**config.mk**
```make
export PLATFORM = sky130hd
export DESIGN_NAME = simon_fsm
export DESIGN_NICKNAME = d
export VERILOG_FILES = /design/src/rtl/simon_fsm.sv
export SDC_FILE = /design/constraint.sdc
export NUM_CORES = 1
export LEC_CHECK = 0
export CORE_MARGIN = 2
export CORE_UTILIZATION = 45
export CTS_CLUSTER_DIAMETER = 80
export DETAILED_ROUTE_END_ITERATION = 8
export DONT_BUFFER_PORTS = 1
export SYNTH_ARGS = -nofsm -noshare
export SYNTH_HDL_FRONTEND = slang
export SYNTH_SLANG_ARGS = --single-unit
```
**constraint.sdc**
```tcl
create_clock -name clk -period 4.45 [get_ports clk]
set_input_delay 0.89 -clock clk [delete_from_list [all_inputs] [get_ports clk]]
set_output_delay 0.89 -clock clk [all_outputs]
set_load 0.01 [all_outputs]
```
**src/rtl/simon_fsm.sv**
```systemverilog
//==============================================================================
// Module      : simon_fsm
// Description : Main controller for the Simon Says game. Runs the two-key
//               start handshake, grows the colour sequence one entry per
//               round, plays it back paced by the timer pulse, checks each
//               player entry against the comparator result and runs the
//               win / fail endings.
// Revision    : 1.0 - initial release
//------------------------------------------------------------------------------
// Ports:
//   clk            in   system clock, all state on rising edge
//   reset          in   asynchronous active-low reset
//   launch_keys    in   [1:0] KEY1 = bit 0, KEY2 = bit 1, 1 = pressed
//   player_input   in   [3:0] colour switches, 0 = idle
//   current_round  out  [5:0] round number for the display
//   pulse          in   one-cycle timer strobe
//   result         in   1 = player_input matches pattern[clr_idx]
//   clr_idx        out  [5:0] pattern memory index
//   add_clr        out  one-cycle request to append a random colour
//   show_clr       out  drive colour LED for pattern[clr_idx]
//   check_round    out  high while waiting for player input
//   speed_up       out  one-cycle timer speed-increase request
//   fail           out  fail LEDs on
//   win            out  game won, held in END
//   game_over      out  high in END
// Build option:
//   SPEED_UP_EN    when defined, speed_up pulses every SPEED_STEP rounds;
//                  otherwise speed_up is tied low and playback rate is fixed.
//==============================================================================
`default_nettype none

module simon_fsm #(
  parameter int MAX_ROUND   = 63,
  parameter int SPEED_STEP  = 5,
  parameter int FAIL_BLINKS = 4
) (
  input  logic       clk,
  input  logic       reset,
  input  logic [1:0] launch_keys,
  input  logic [3:0] player_input,
  output logic [5:0] current_round,
  input  logic       pulse,
  input  logic       result,
  output logic [5:0] clr_idx,
  output logic       add_clr,
  output logic       show_clr,
  output logic       check_round,
  output logic       speed_up,
  output logic       fail,
  output logic       win,
  output logic       game_over
);

  // Elaboration-time parameter sanity checks.
  if (MAX_ROUND < 1 || MAX_ROUND > 63) begin : g_chk_max_round
    $error("simon_fsm: MAX_ROUND must be in 1..63");
  end
  if (SPEED_STEP < 1) begin : g_chk_speed_step
    $error("simon_fsm: SPEED_STEP must be at least 1");
  end
  if (FAIL_BLINKS < 1 || FAIL_BLINKS > 255) begin : g_chk_fail_blinks
    $error("simon_fsm: FAIL_BLINKS must be in 1..255");
  end

  typedef enum logic [3:0] {
    S_READY1        = 4'd0,
    S_READY2        = 4'd1,
    S_READY3        = 4'd2,
    S_READY4        = 4'd3,
    S_ADD_CLR       = 4'd4,
    S_IS_NEXT_PULSE = 4'd5,
    S_PULSE_ON      = 4'd6,
    S_PLAYER_TURN   = 4'd7,
    S_GOOD_TURN     = 4'd8,
    S_DESELECT      = 4'd9,
    S_FAIL_ON_WAIT  = 4'd10,
    S_FAIL_OFF_WAIT = 4'd11,
    S_FAIL_OFF      = 4'd12,
    S_END           = 4'd13
  } state_e;

  state_e     state_q, state_d;
  logic [5:0] current_round_q, current_round_d;
  logic [5:0] idx_q, idx_d;
  logic [7:0] fail_cnt_q, fail_cnt_d;
  logic       win_q, win_d;

  logic [5:0] clr_idx_q, clr_idx_d;
  logic       add_clr_q, add_clr_d;
  logic       show_clr_q, show_clr_d;
  logic       check_round_q, check_round_d;
  logic       speed_up_q, speed_up_d;
  logic       fail_q, fail_d;
  logic       game_over_q, game_over_d;

  always_comb begin
    state_d         = state_q;
    current_round_d = current_round_q;
    idx_d           = idx_q;
    fail_cnt_d      = fail_cnt_q;
    win_d           = win_q;

    case (state_q)
      S_READY1: if (launch_keys[0])        state_d = S_READY2;
      S_READY2: if (launch_keys == 2'b00)  state_d = S_READY3;
      S_READY3: if (launch_keys == 2'b11)  state_d = S_READY4;
      S_READY4: if (launch_keys == 2'b00)  state_d = S_ADD_CLR;
      S_ADD_CLR: begin
        current_round_d = current_round_q + 6'd1;
        idx_d           = 6'd0;
        state_d         = S_IS_NEXT_PULSE;
      end
      S_IS_NEXT_PULSE: begin
        if (pulse) begin
          // Whole sequence shown: hand over to the player from entry 0.
          if (idx_q == current_round_q) begin
            state_d = S_PLAYER_TURN;
            idx_d   = 6'd0;
          end else begin
            state_d = S_PULSE_ON;
          end
        end
      end
      S_PULSE_ON: begin
        if (pulse) begin
          idx_d   = idx_q + 6'd1;
          state_d = S_IS_NEXT_PULSE;
        end
      end
      S_PLAYER_TURN: begin
        if (player_input != 4'd0) begin
          if (result) begin
            state_d = S_GOOD_TURN;
          end else begin
            state_d = S_FAIL_ON_WAIT;
            // The failed round does not count; show the last completed one.
            if (current_round_q != 6'd0) current_round_d = current_round_q - 6'd1;
          end
        end
      end
      S_GOOD_TURN: begin
        idx_d   = idx_q + 6'd1;
        state_d = S_DESELECT;
      end
      S_DESELECT: begin
        if (player_input == 4'd0) begin
          if (idx_q == current_round_q) begin
            if (current_round_q == 6'(MAX_ROUND)) begin
              state_d = S_END;
              win_d   = 1'b1;
            end else begin
              state_d = S_ADD_CLR;
            end
          end else begin
            state_d = S_PLAYER_TURN;
          end
        end
      end
      S_FAIL_ON_WAIT:  if (pulse) state_d = S_FAIL_OFF_WAIT;
      S_FAIL_OFF_WAIT: if (pulse) state_d = S_FAIL_OFF;
      S_FAIL_OFF: begin
        fail_cnt_d = fail_cnt_q + 8'd1;
        if (fail_cnt_q == 8'(FAIL_BLINKS - 1)) state_d = S_END;
        else                                   state_d = S_FAIL_ON_WAIT;
      end
      S_END: state_d = S_END;
      default: state_d = S_READY1;
    endcase

    // Outputs are registered, so decode them from the next state to keep
    // them aligned with the state they belong to.
    clr_idx_d     = idx_d;
    add_clr_d     = (state_d == S_ADD_CLR);
    show_clr_d    = (state_d == S_PULSE_ON);
    check_round_d = (state_d == S_PLAYER_TURN);
    fail_d        = (state_d == S_FAIL_ON_WAIT);
    game_over_d   = (state_d == S_END);
`ifdef SPEED_UP_EN
    // current_round_q still holds the old round while ADD_CLR is entered.
    speed_up_d    = (state_d == S_ADD_CLR) && (current_round_q != 6'd0) &&
                    ((int'(current_round_q) % SPEED_STEP) == 0);
`else
    speed_up_d    = 1'b0;
`endif
  end

  always_ff @(posedge clk or negedge reset) begin
    if (!reset) begin
      state_q         <= S_READY1;
      current_round_q <= 6'd0;
      idx_q           <= 6'd0;
      fail_cnt_q      <= 8'd0;
      win_q           <= 1'b0;
      clr_idx_q       <= 6'd0;
      add_clr_q       <= 1'b0;
      show_clr_q      <= 1'b0;
      check_round_q   <= 1'b0;
      speed_up_q      <= 1'b0;
      fail_q          <= 1'b0;
      game_over_q     <= 1'b0;
    end else begin
      state_q         <= state_d;
      current_round_q <= current_round_d;
      idx_q           <= idx_d;
      fail_cnt_q      <= fail_cnt_d;
      win_q           <= win_d;
      clr_idx_q       <= clr_idx_d;
      add_clr_q       <= add_clr_d;
      show_clr_q      <= show_clr_d;
      check_round_q   <= check_round_d;
      speed_up_q      <= speed_up_d;
      fail_q          <= fail_d;
      game_over_q     <= game_over_d;
    end
  end

  assign current_round = current_round_q;
  assign clr_idx       = clr_idx_q;
  assign add_clr       = add_clr_q;
  assign show_clr      = show_clr_q;
  assign check_round   = check_round_q;
  assign speed_up      = speed_up_q;
  assign fail          = fail_q;
  assign win           = win_q;
  assign game_over     = game_over_q;

endmodule

`default_nettype wire

```
# Word level (Yosys, flattened, before mapping)
# Cells that the tools add are included.
# Widths: inputs -> output; s select.
# op_classes
n_addsub	4
n_eq_ne	28
n_mux	24
n_reduce_logical	10
# ops
cell	n
$pmux 4 s14	1
$mux 4	12
$mux 6	6
$eq 4x4->1 const B	8
$eq 4x3->1 const B	7
$pmux 6 s4	1
$add 6x1->6 const B	2
$ne 2x2->1 const B	6
$pmux 6 s2	1
$reduce_and 4->1	3
$add 8x1->8 const B	1
$eq 4x2->1 const B	2
$eq 8x2->1 const B	1
$logic_not 4->1	2
$reduce_bool 4->1	2
$eq 6x6->1	1
$eq 6x6->1 const B	1
$reduce_bool 6->1	1
$sub 6x1->6 const B	1
$eq 4x1->1 const B	1
$mux 3	1
$eq 2x2->1 const B	1
$logic_not 2->1	1
$mux 2	1
other kinds (2)	2
# totals
reg_bits	30
word_cells	76

# Depth between registers and ports, before layout
# Gate-level depths: netlist of run 1.
# depth
ltp_word	6
ltp_mapped	11
ltp_nobuf	10

# Least setup slack after synthesis of run 1
# OpenSTA, ideal clock, no wires.
# synth_path
path_kind	input to register
startpoint	in player_input[1]
endpoint	reg current_round_q[4], in the netlist current_round[4]
setup_ps	125
t_arrival_ps	2311
path_slack_ps	2014
path_stages	5
n_path_buf	1
cell_sequence	or4_1 buf_2 a32o_1 nand2_1 mux2_2
# synth_between
elab_chain_len	3
# synth_lines
item	line	rtl
start, declared	40	input logic [3:0] player_input,
$reduce_bool 4->1	131	if (player_input != 4'd0) begin
$ne 2x2->1 (no line)	n/a	
$reduce_and 4->1 (no line)	n/a	
end signal, assigned	203	current_round_q <= current_round_d;
end, declared	83	logic [5:0] current_round_q, current_round_d;
# Every way passes these cells.
# A chain may end at the register's enable or synchronous reset.

# Final worst setup path of run 1
# layout_path
startpoint	reg state_q[2]
endpoint	reg current_round_q[5], in the netlist current_round[5]
# layout_between
elab_chain_len	3
elab_cells_between_ends	8
# layout_lines
item	line	rtl
start, declared	82	state_e state_q, state_d;
start signal, assigned	202	state_q <= state_d;
$eq 4x3->1	103	case (state_q)
$ne 2x2->1 (no line) or $reduce_bool 2->1 (tied branches)	n/a	
$reduce_and 4->1 (no line)	n/a	
# Several ways; a longest one is shown, not always the timed one.

==> results of run 1 <==
layout make-up:
type	count	area, µm²	share of cell area (%)
Inverter	10	37.5	1.86
Tap cell	50	62.6	3.10
Sequential cell	30	751	37.2
Clock inverter	2	12.5	0.620
Clock buffer	6	82.6	4.09
Multi-Input combinational cell	156	1070	53.1
cells in the mapped netlist (3+ instances only):
library cell / count
dfrtp_1: 30
nand2_1: 22
o21ai_0: 14
nor2_1: 12
xnor2_1: 12
nand3_1: 10
inv_1: 9
a21oi_1: 7
nand4_1: 7
nor3_1: 7
xor2_1: 7
ha_1: 6
a31oi_1: 4
buf_2: 4
and2_1: 3
nor2b_1: 3
nor4_1: 3
o31ai_1: 3
metal layers:
| metal | GRT usage, % | vias up | wire length (µm) | share of wire (%) |
|---|---|---|---|---|
| li1 | - | 725 | - | - |
| met5 | 0 | - | 0 | 0 |
| met2 | 26.8 | 32 | 1820 | 47 |
| met3 | 4.65 | 8 | 153 | 4.0 |
| met1 | 25.0 | 721 | 1830 | 47 |
| met4 | 7.19 | 0 | 74 | 1.9 |
worst register-to-register path: stages (launching register included):
cell	delay (ns)
dfrtp_1	0.56
nor2b_2	0.33
nand3_1	0.23
inv_1	0.21
ha_1	0.25
a21oi_1	0.23
o211ai_1	0.15
a21oi_1	0.21
xnor2_1	0.14
nor2_1	0.07
xor2_1	0.15
cells by family after synthesis:
family          synth area share, %
xor+xnor                       8.65
compound gates                 17.1
mux                            1.69
simple gates                   23.1
other cells                   0.195
fa+ha+maj                      4.94
flops                          39.0
buf+inv                        5.27
through the flow:
stage	power (mW)	cell area [µm²]	setup WS (ns)	hold slack [ns]	util, %
finish	1.12	2020	1.80	0.299	49.7
floorplan	0.828	1920	2.01	0.447	-
CTS	1.13	2020	1.82	0.289	49.7
global route	1.22	2020	1.60	0.276	49.7
global placement	0.884	1920	1.87	0.466	47.4
detailed placement	0.902	1920	1.83	0.472	47.4
state kept, by name (all words and copies together), names as in the netlist:
signal and count:
current_round 6, fail 1, game_over 1, win 1, check_round 1, fail_cnt_q 8, state_q 4, show_clr 1
clr_idx 6, add_clr 1
worst paths after layout:
check,from,to,slack [ns]
setup / recovery,state_q[2],current_round[5],1.80
hold / removal,reset,win,0.30
setup reg to reg,state_q[2],current_round[5],1.80
hold reg to reg,fail_cnt_q[7],fail_cnt_q[7],0.48
max in group asynchronous,reset,fail_cnt_q[5],4.08
min in group clk,fail_cnt_q[7],fail_cnt_q[7],0.48
power by group:
| group | internal [mW] | switching [mW] | total (mW) |
|---|---|---|---|
| sequential | 0.332 | 0.153 | 0.485 |
| clock | 0.124 | 0.103 | 0.227 |
| combinational | 0.172 | 0.240 | 0.412 |
==> results.py, run 1 <==
metrics = {
    "layout": {
        "final_cells": 254,
        "area_delta_synth_final_pct": 4.88,
        "final_common_cell": "dfrtp_1",
        "fillers": 384,
        "final_cell_mix": "dfrtp_1, nand2_1, o21ai_0, nor2_1, xnor2_1",
        "antennaDiodeCount": 0,
        "layout-drive-gt1-share_pct": 12.3,
        "layout.nets": 220,
    },
    "synthesis": {
        "netlist-cell-type-count": 52,
        "synth-edff-count": 0,
        "synth_area_leader_cell": "dfrtp_1",
        "async_flop_share_pct": 100,
        "synth_warnings": 0,
        "syn_area_per_cell_um2": 9.39,
        "synth_seq_cells": 30,
        "synth_cells": 205,
        "syn-num-nets": 222,
        "synth.top_cell.area_share_pct": 39.0,
        "synth_area_leaders": "dfrtp_1, xnor2_1, nand2_1, ha_1, o21ai_0",
        "ys_seq_area_share_pct": 39.0,
        "synthFlopType": "dfrtp_1",
        "syn_area_mm2": 0.00192,
    },
    "timing": {
        "final.min_clock_period_ns": 2.65,
        "finalHoldViolations": 0,
        "max_clock_freq_ghz": 0.377,
        "slew_headroom_pct": 43.9,
        "finalCritPeriodShare_pct": 59.6,
        "setup_viol": 0,
        "tightest_slew_ns": 0.835,
        "drv_slew": 0,
        "rsz0062_at_grt": "no",
        "skew_ns": 0.00355,
        "tns_ns": 0,
    },
    "placed_design": {
        "dpl.cell_count": 246,
        "port_buffers": 0,
        "dp_hpwl_um": 2900,
        "gp_congestion": 0.827,
    },
    "clock_network": {
        "cts_root_buffer": "clkbuf_8",
        "path_clk_slew_ns": 0.07,
        "postCtsSetupRepairBufs": 0,
        "clockBufferDepth": 2,
        "cts_hold_buf": 0,
        "clock_latency_ns": 0.28,
        "clock-sinks": 30,
        "cts_inserted_buffers": 5,
        "cts_resized": 0,
        "htreeDepth": 2,
        "cts_tree": "done",
    },
    "setup_path": {
        "worst-path-stages": 10,
        "cp_slowest_stage_delay_ns": 0.56,
        "setup.worst_path.end_class": "flip-flop",
        "cp_slowest_cell": "dfrtp_1",
        "worstPathMaxFanout": 12,
        "crit_family": "simple AND/OR/NAND/NOR gates",
        "crit_path_start_kind": "flip-flop",
        "worstRegToRegCells": 10,
        "arrival_ns": 2.81,
        "crit_path_frequent_cell": "a21oi_1",
        "worst-setup-path-type": "reg2reg",
        "cp.required_ns": 4.61,
        "path_cells": "nor2b_2 > nand3_1 > inv_1 > ha_1 > a21oi_1 > o211ai_1 > a21oi_1 > xnor2_1 > nor2_1 > xor2_1",
        "crit_buf_inv": 1,
    },
    "floorplanning": {
        "die_h_um": 69.4,
        "ios": 29,
        "die_w_um": 69.4,
        "start_util_pct": 47.4,
        "coreArea_mm2": 0.00406,
        "dieArea_mm2": 0.00482,
        "rows": 23,
    },
    "job": {
        "max-cap-violations": 0,
    },
    "global_routing": {
        "grtUsageTotal_pct": 18.0,
        "first_global_vias": 1451,
        "grt_max_degree": 31,
        "antenna_found_initial": 0,
        "grt_overflow": 0,
        "grt_pass1_wl_um": 7000,
    },
    "worst_hold_path": {
        "hp-class": "in2async",
    },
    "route": {
        "postRouteAntennaNets": 0,
        "wirelength_um": 3870,
        "wire_per_inst_um": 15.2,
        "first_pass_iters": 4,
        "drc_errors": 0,
        "drt_iter0_markers": 179,
        "vias": 1486,
        "vias_per_cell": 5.85,
    },
    "outcome": {
        "outcome": "finished clean",
    },
    "pwr": {
        "ir_drop_v": 0.000225,
        "cellPowerDensity_mw_per_mm2": 557,
        "leakage_nw": 0.830,
    },
}
(Power assumes the default switching activity.)
==> run 2, diff against run 1 <==
==> constraint.sdc (replaced) <==
create_clock -name clk -period 2.4 [get_ports clk]
set_input_delay 0.48 -clock clk [delete_from_list [all_inputs] [get_ports clk]]
set_output_delay 0.48 -clock clk [all_outputs]
set_load 0.01 [all_outputs]
==> run 2 against run 1 <==
Die area is the same. Final cell count up 5.9%. Critical endpoint is now clr_idx[4]. Core utilization grew 3.1 points. Count of clock-buffer cells in the layout unchanged. Critical path depth shrank 4. First-iteration DRC count fell by 34%. Via count grew 5.4%. Sequential share of layout area down 2.2 points.
==> results.py, run 2 (same netlist as run 1, synthesis figures left out) <==
metrics = {
    "clock_network": {
        "clockBufferDepth": 2,
        "path_clk_slew_ns": 0.07,
        "postCtsSetupRepairBufs": 0,
        "cts_inserted_buffers": 5,
        "clock_latency_ns": 0.28,
        "htreeDepth": 2,
        "clock-sinks": 30,
        "cts_root_buffer": "clkbuf_8",
        "cts_hold_buf": 1,
        "cts_resized": 0,
        "cts_tree": "done",
    },
    "setup_path": {
        "rr_endpoint": "clr_idx[4]",
        "crit_path_start_kind": "flip-flop",
        "worstPathMaxFanout": 9,
        "cp_slowest_cell": "or4_1",
        "rr_startpoint": "current_round[0]",
        "arrival_ns": 2.33,
        "cp_slowest_stage_delay_ns": 0.53,
        "worstRegToRegCells": 6,
        "path_cells": "xnor2_1 > nand4_1 > nor3_4 > a41oi_4 > or4_1 > nand3_1",
        "reg2reg_slack_ns": 0.29,
        "worst-setup-path-type": "reg2reg",
        "cp.required_ns": 2.61,
        "setup.worst_path.end_class": "flip-flop",
        "startpoint": "current_round[0]",
    },
    "timing": {
        "finalCritPeriodShare_pct": 88.1,
        "slew_headroom_pct": 66.8,
        "drv_slew": 0,
        "tns_ns": 0,
        "skew_ns": 0.00297,
        "setup_viol": 0,
        "rsz0062_at_grt": "no",
        "max_clock_freq_ghz": 0.473,
        "finalHoldViolations": 0,
        "tightest_slew_ns": 0.495,
        "final.min_clock_period_ns": 2.11,
    },
    "pwr": {
        "cellPowerDensity_mw_per_mm2": 1030,
        "ir_drop_v": 0.000555,
        "leakage_nw": 0.911,
    },
    "layout": {
        "multi_input_area_mm2": 0.00107,
        "regArea_um2": 751,
        "final_common_cell": "dfrtp_1",
        "layout-drive-gt1-share_pct": 18.3,
        "area_delta_synth_final_pct": 11.4,
        "largest_reg_flops": 8,
        "top_register": "fail_cnt_q",
        "fillers": 369,
        "design_area_mm2": 0.00214,
        "antennaDiodeCount": 0,
        "layout.nets": 235,
        "final_cell_mix": "dfrtp_1, nand2_1, o21ai_0, buf_4",
    },
    "placed_design": {
        "dpl_cell_area_mm2": 0.00203,
        "gp_congestion": 0.922,
        "port_buffers": 0,
        "dp_hpwl_um": 3060,
    },
    "route": {
        "drc_errors": 0,
        "first_pass_iters": 4,
        "postRouteAntennaNets": 0,
        "wirelength_um": 4050,
        "wire_per_inst_um": 15.0,
        "vias": 1566,
        "drt_iter0_markers": 118,
        "vias_per_cell": 5.82,
    },
    "global_routing": {
        "first_global_vias": 1495,
        "grt_max_degree": 31,
        "gr-max-usage-layer": "met2",
        "grt_pass1_wl_um": 7000,
        "grt_overflow": 0,
        "gr-usage-met1_pct": 25.1,
        "grtUsageTotal_pct": 18.1,
        "use_met2_pct": 26.9,
        "use_met3_pct": 4.65,
        "antenna_found_initial": 0,
    },
    "floorplanning": {
        "die_w_um": 69.4,
        "rows": 23,
        "start_util_pct": 47.4,
        "die_h_um": 69.4,
        "coreArea_mm2": 0.00406,
        "dieArea_mm2": 0.00482,
        "ios": 29,
    },
    "outcome": {
        "outcome": "finished clean",
    },
    "worst_hold_path": {
        "hp-class": "in2async",
    },
    "job": {
        "max-cap-violations": 0,
    },
}
==> run 2: cell types whose count changed in the layout (fill, tap and decap cells not counted), sizes merged <==
cell,previous run,this run
buf,0,15
==> run 2: area by class of cell <==
cell class / instances / area share (%)
Multi-Input combinational cell: 156 / 50.0
Sequential cell: 30 / 35.0
Timing Repair Buffer: 15 / 5.84
Clock buffer: 6 / 3.85
Tap cell: 50 / 2.92
Inverter: 10 / 1.75
Clock inverter: 2 / 0.584
==> run 2: worst max path at each step <==
stage	to	slack, ns	cells past startpoint
2_1_floorplan	current_round[5]	0.25	11
3_3_place_gp	check_round	0.30	6
3_5_place_dp	show_clr	0.22	6
4_1_cts	clr_idx[4]	0.26	6
5_1_grt	clr_idx[4]	0.15	6
6_report	clr_idx[4]	0.29	6
==> run 2: stage by stage <==
stage | hold slack [ns] | utilization, % | std cells | setup WS (ns) | power (mW)
4_1_cts | 0.0171 | 52.8 | 269 | 0.265 | 2.21
2_1_floorplan | 0.184 | - | 205 | 0.249 | 1.53
3_3_place_gp | 0.185 | 50.0 | 260 | 0.301 | 1.74
3_5_place_dp | 0.185 | 50.0 | 260 | 0.219 | 1.77
6_report | 0.0210 | 52.8 | 269 | 0.287 | 2.20
5_1_grt | 0.0167 | 52.8 | 269 | 0.151 | 2.37
==> run 2: where the power goes <==
part	internal [mW]	total, mW	switching (mW)	leakage, nW
logic	0.397	1.01	0.611	0.458
registers	0.618	0.771	0.153	0.406
clock network	0.230	0.419	0.189	0.0472
total	1.24	2.20	0.953	0.911
==> run 2: critical path: cells and delay by family, from the launching register on <==
kind | cells | cell delay, ns
XOR/XNOR | 1 | 0.21
AND/OR/NAND/NOR | 4 | 1.14
flip-flops | 1 | 0.49
AO/OA/AOI/OAI | 1 | 0.21
==> run 2: layer usage <==
layer,vias up,wire length (µm),part of all wire [%]
met5,-,0,0
met4,0,17,0.42
met3,2,274,6.8
met2,54,1900,47
met1,751,1850,46
li1,759,-,-
